### config.mk
export PLATFORM = sky130hd
export DESIGN_NAME = pulse_monitor
export DESIGN_NICKNAME = d
export VERILOG_FILES = /design/src/rtl/pulse_pkg.sv /design/src/rtl/pulse_edge_sync.sv /design/src/rtl/pulse_monitor.sv
export SDC_FILE = /design/constraint.sdc
export NUM_CORES = 1
export LEC_CHECK = 0
export CAP_MARGIN = 20
export CORE_MARGIN = 4
export CORE_UTILIZATION = 55
export DETAILED_ROUTE_END_ITERATION = 6
export PLACE_DENSITY_LB_ADDON = 0.3
export RECOVER_POWER = 100
export SKIP_CTS_REPAIR_TIMING = 1
export SLEW_MARGIN = 25
export SYNTH_ARGS = -nofsm -noshare
export SYNTH_HDL_FRONTEND = slang
export SYNTH_SLANG_ARGS = --single-unit
### constraint.sdc
create_clock -name clk -period 2.59 [get_ports clk]
set_clock_uncertainty 0.05 [all_clocks]
set_input_delay 0.3885 -clock clk [delete_from_list [all_inputs] [get_ports clk]]
set_output_delay 0.3885 -clock clk [all_outputs]
set_load 0.1 [all_outputs]
### src/rtl/pulse_pkg.sv
// pulse_pkg: shared types and defaults for the pulse monitor slice.
// Default widths track the pulse generator's PulseNum and divider setup.
package pulse_pkg;

    localparam int CNT_W_DEF       = 10;
    localparam int PER_W_DEF       = 16;
    localparam int TIMEOUT_DEF     = 1000;
    localparam int SYNC_STAGES_DEF = 2;

    typedef enum logic [2:0] {
        IDLE,
        WAIT_FIRST,
        COUNTING,
        DONE,
        TMO
    } state_t;

endpackage

### src/rtl/pulse_edge_sync.sv
// pulse_edge_sync: multi-flop synchroniser for an async input followed
// by a history flop, producing a one-cycle strobe on each rising edge.
module pulse_edge_sync #(
    parameter int SYNC_STAGES = 2
) (
    input  logic clk,
    input  logic rst,
    input  logic d_in,
    output logic rise
);

    logic [SYNC_STAGES-1:0] sync_q;
    logic                   hist_q;

    // shift the async input through the sync chain, keep last output
    always_ff @(posedge clk or negedge rst) begin
        if (!rst) begin
            sync_q <= '0;
            hist_q <= 1'b0;
        end else begin
            sync_q <= {sync_q[SYNC_STAGES-2:0], d_in};
            hist_q <= sync_q[SYNC_STAGES-1];
        end
    end

    assign rise = sync_q[SYNC_STAGES-1] & ~hist_q;

endmodule

### src/rtl/pulse_monitor.sv
// pulse_monitor: counts synchronised rising edges against an armed
// target, measures edge period, flags done, timeout and overrun.
module pulse_monitor
    import pulse_pkg::*;
#(
    parameter int CNT_W       = CNT_W_DEF,
    parameter int PER_W       = PER_W_DEF,
    parameter int TIMEOUT     = TIMEOUT_DEF,
    parameter int SYNC_STAGES = SYNC_STAGES_DEF
) (
    input  logic             clk,
    input  logic             rst,
    input  logic             start,
    input  logic             abort,
    input  logic [CNT_W-1:0] exp_num,
    input  logic             pulse_in,
    output logic [CNT_W-1:0] count,
    output logic [PER_W-1:0] period,
    output logic             busy,
    output logic             done,
    output logic             timeout_err,
    output logic             overrun_err
);

    localparam logic [PER_W-1:0] TMO_LIM = PER_W'(TIMEOUT - 1);

    state_t           state_q, state_n;
    logic [CNT_W-1:0] cnt_q, cnt_n, cnt_inc;
    logic [CNT_W-1:0] exp_q, exp_n;
    logic [PER_W-1:0] per_q, per_n;
    logic [PER_W-1:0] tmr_q, tmr_n, tmr_inc;
    logic             tmo_q, tmo_n;
    logic             ovr_q, ovr_n;
    logic             rise;

    pulse_edge_sync #(
        .SYNC_STAGES(SYNC_STAGES)
    ) u_sync (
        .clk (clk),
        .rst (rst),
        .d_in(pulse_in),
        .rise(rise)
    );

    // state and datapath registers
    always_ff @(posedge clk or negedge rst) begin
        if (!rst) begin
            state_q <= IDLE;
            cnt_q   <= '0;
            exp_q   <= '0;
            per_q   <= '0;
            tmr_q   <= '0;
            tmo_q   <= 1'b0;
            ovr_q   <= 1'b0;
        end else begin
            state_q <= state_n;
            cnt_q   <= cnt_n;
            exp_q   <= exp_n;
            per_q   <= per_n;
            tmr_q   <= tmr_n;
            tmo_q   <= tmo_n;
            ovr_q   <= ovr_n;
        end
    end

    // next state: abort first, then re-arm, edge beats timeout
    always_comb begin
        state_n = state_q;
        cnt_n   = cnt_q;
        exp_n   = exp_q;
        per_n   = per_q;
        tmr_n   = tmr_q;
        tmo_n   = tmo_q;
        ovr_n   = ovr_q;
        cnt_inc = cnt_q + 1'b1;
        tmr_inc = (tmr_q == '1) ? tmr_q : tmr_q + 1'b1;
        if (abort) begin
            state_n = IDLE;
        end else begin
            unique case (state_q)
                IDLE, DONE, TMO: begin
                    if (start) begin
                        exp_n   = exp_num;
                        cnt_n   = '0;
                        per_n   = '0;
                        tmr_n   = '0;
                        tmo_n   = 1'b0;
                        ovr_n   = 1'b0;
                        state_n = (exp_num == '0) ? DONE : WAIT_FIRST;
                    end else if (state_q == DONE && rise) begin
                        ovr_n = 1'b1;
                    end
                end
                WAIT_FIRST: begin
                    if (rise) begin
                        cnt_n   = CNT_W'(1);
                        tmr_n   = '0;
                        state_n = (exp_q == CNT_W'(1)) ? DONE : COUNTING;
                    end else if (tmr_q == TMO_LIM) begin
                        tmo_n   = 1'b1;
                        state_n = TMO;
                    end else begin
                        tmr_n = tmr_inc;
                    end
                end
                COUNTING: begin
                    if (rise) begin
                        cnt_n = cnt_inc;
                        per_n = tmr_inc;
                        tmr_n = '0;
                        if (cnt_inc == exp_q) begin
                            state_n = DONE;
                        end
                    end else if (tmr_q == TMO_LIM) begin
                        tmo_n   = 1'b1;
                        state_n = TMO;
                    end else begin
                        tmr_n = tmr_inc;
                    end
                end
                default: begin
                    state_n = IDLE;
                end
            endcase
        end
    end

    assign count       = cnt_q;
    assign period      = per_q;
    assign busy        = (state_q == WAIT_FIRST) || (state_q == COUNTING);
    assign done        = (state_q == DONE);
    assign timeout_err = tmo_q;
    assign overrun_err = ovr_q;

endmodule

==> qor.yml <==
status:
  status: "finished, violations left"
  violations: "capacitance limit, slew limit"
timing:
  min_period_over_period: 0.919
  tns_ns: 0
  rsz0062_at_grt: "false"
  fmax_ghz: 0.420
  fin_ws_ns: 0.211
  setup_violations: 0
  tightest_slew_ns: 1.64
  drv_slew: 32
  final_hold_viol_count: 0
  relSlewSlack: -0.0905
  post-route-min-period_ns: 2.38
power_and_ir_drop:
  clkPwrFrac: 0.343
  p_per_area_mw_per_mm2: 562
  p_sw_frac: 0.312
  pwr-share-comb: 0.163
  p_total_uw: 2150
  pwr-share-seq: 0.494
  power.internal_uw: 1480
  vdd_drop_max_v: 0.000440
  switchingPower_uw: 671
  power.leakage_uw: 0.00159
cells_and_area:
  syn_to_final_growth_pct: 13.7
  fillCellCount: 509
  nets: 415
  antenna_cells: 0
  drive_gt1_frac: 0.139
setup_path:
  setup.worst_path.start_class: "register"
  crit_path_end_kind: "register"
  crit_type: "reg -> reg"
  arrival_ns: 2.56
  worstPathMaxFanout: 20
  critical_path_required_ns: 2.77
cts:
  cts_made_buffers: 9
  cts_root_buf: "clkbuf_8"
  path_clk_slew_ns: 0.07
  cts_tree: "done"
  insertion_delay_ns: 0.34
  htreeDepth: 3
  clockBufferDepth: 2
  cts_sinks: 60
synthesis:
  synth-seq-area-share: 0.446
  avgSynthCellArea_um2: 9.42
  synthCells: 357
  ys_top_cells_by_area: "dfrtp_1 (45%), o21ai_0 (5.2%), nand2_1 (3.9%), xnor2_1 (3.1%), nor2_1 (3.0%)"
  synth_fp_nets: 374
  synth-seq-cells: 60
  synthDominantAreaCellType: "dfrtp_1"
  synth_edf_count: 0
  synthFlopType: "dfrtp_1"
  synth_area_mm2: 0.00336
  synth.top_cell.area_share: 0.446
  synthArstFlopShare: 1.00
  synthDistinctLibCells: 60
  yosys_warnings: 0
global_routing:
  grt_pass1_vias: 2727
  grt_antenna_before_repair: 0
  grt_max_degree: 32
  track_usage: 0.224
  grt_pass1_wl_mm: 13.1
  gr-total-overflow: 0
detailed_routing:
  ant_nets: 0
  drt-pass1-iter-count: 4
  vias: 2824
  drc: 0
  wl_mm: 7.71
  drt-initial-drc-count: 256
  viasPerCell: 5.91
  post_drt_wl_per_cell_um: 16.1
hold_path:
  hold_class: "reg -> reg"
die:
  core_area_mm2: 0.00592
  die_y_um: 86.2
  rows: 28
  start_util: 0.568
  dieArea_mm2: 0.00743
  die_width_um: 86.2
  ios: 45
placement:
  place_congestion: 0.889
  place_ws_ns: 0.0972
  portBuffers: 44
  hpwl_mm: 5.46
run:
  max-cap-violations: 1
## placed cells by master, fill, tap and decap left out, types with 3 or more instances in the layout
cell	count
xnor2_1	12
and2_1	4
buf_4	7
mux2_1	5
nor3_1	8
a21oi_1	9
nand2b_1	7
clkbuf_8	9
mux2i_1	3
o31ai_1	13
clkdlybuf4s50_1	12
a31oi_1	7
xor2_1	11
dfrtp_1	53
clkbuf_2	3
nor2_1	27
inv_1	6
nand3_1	16
o41ai_1	3
nor4_1	6
o21ai_0	42
dfrtp_2	7
and3_1	4
nand2_1	35
mux2_2	5
clkinv_2	4
clkbuf_1	31
or2_2	3
nor4_2	3
a21o_1	3
## cells in the mapped netlist (3+ instances only)
| library cell | n |
|---|---|
| a31oi_1 | 7 |
| mux2_2 | 5 |
| and3_1 | 4 |
| nand2_1 | 35 |
| or2_2 | 3 |
| dfrtp_1 | 60 |
| o21ai_0 | 35 |
| inv_1 | 6 |
| mux2i_1 | 3 |
| nor4_1 | 6 |
| a21o_1 | 3 |
| nor3_1 | 8 |
| a21oi_1 | 10 |
| buf_2 | 8 |
| nor2_1 | 27 |
| xor2_1 | 11 |
| nand2b_1 | 7 |
| o21ai_1 | 9 |
| xnor2_1 | 12 |
| o31ai_1 | 13 |
| nand3_1 | 16 |
| and2_1 | 5 |
| mux2_1 | 5 |
| clkbuf_1 | 13 |
## area by class of cell
class	count	area, um2	share of cell area
Multi-Input combinational cell	267	1710	0.448
Sequential cell	60	1510	0.395
Timing Repair Buffer	54	314	0.0822
Clock buffer	9	124	0.0324
Tap cell	75	93.8	0.0245
Clock inverter	7	43.8	0.0115
Inverter	6	22.5	0.00589
## logic make-up (layout without fill, tap and decap cells)
logic type / count (synthesis) / after routing / synth area share
and+or+nand+nor: 130 / 130 / 0.209
AOI/OAI and AO/OA: 98 / 98 / 0.191
DFF: 60 / 60 / 0.446
buffers and inverters: 30 / 76 / 0.0383
xor gates and xnor gates: 24 / 24 / 0.0647
muxes: 13 / 13 / 0.0424
adders and majority gates: 2 / 2 / 0.00744
## power by group through the flow
stage | registers (uW) | clock network [uW] | logic (uW)
global route | 1070 | 793 | 384
detailed placement | 1080 | 0 | 366
floorplan | 1090 | 0 | 231
CTS | 1060 | 748 | 368
finish | 1060 | 737 | 350
global placement | 1070 | 0 | 356
## state kept, by name, summed over array words and instances (netlist names)
name and count:
count 10, exp_q 10, overrun_err 1, period 16, state_q 3, timeout_err 1, tmr_q 16, u_sync.hist_q 1
u_sync.sync_q 2
## layer usage
metal | vias up | track usage | part of all wire
met5 | - | 0 | 0
met4 | 0 | 0.0680 | 0.016
met3 | 15 | 0.0513 | 0.057
met2 | 73 | 0.349 | 0.46
met1 | 1368 | 0.316 | 0.46
li1 | 1368 | - | -
## through the flow
stage | util | instance area, um2 | std cells | hold WS, ns
after floorplan | - | 3380 | 357 | 0.0429
after global placement | 0.647 | 3830 | 462 | 0.286
after detailed placement | 0.647 | 3830 | 462 | 0.290
after CTS | 0.675 | 4000 | 478 | 0.0636
after global routing | 0.646 | 3820 | 478 | 0.331
final | 0.646 | 3820 | 478 | 0.303
## critical path, cell delays in order (launching register included)
cell	delay (ns)
dfrtp_1	0.47
nor4_1	0.34
nand3_1	0.13
nor4_2	0.49
a21bo_1	0.21
buf_4	0.22
nor2_1	0.09
a32o_1	0.26
## path summary, 6_finish.rpt
path,from,cells past startpoint,endpoint,slack [ns]
min in group asynchronous,rst,1,count[7],0.40
max in group asynchronous,rst,2,count[0],0.54
hold reg to reg,u_sync.sync_q[0],0,u_sync.sync_q[1],0.30
hold / removal,u_sync.sync_q[0],0,u_sync.sync_q[1],0.30
setup / recovery,tmr_q[13],7,tmr_q[1],0.21
setup reg to reg,tmr_q[13],7,tmr_q[1],0.21
No activity file was read; power rests on OpenSTA's default activity.
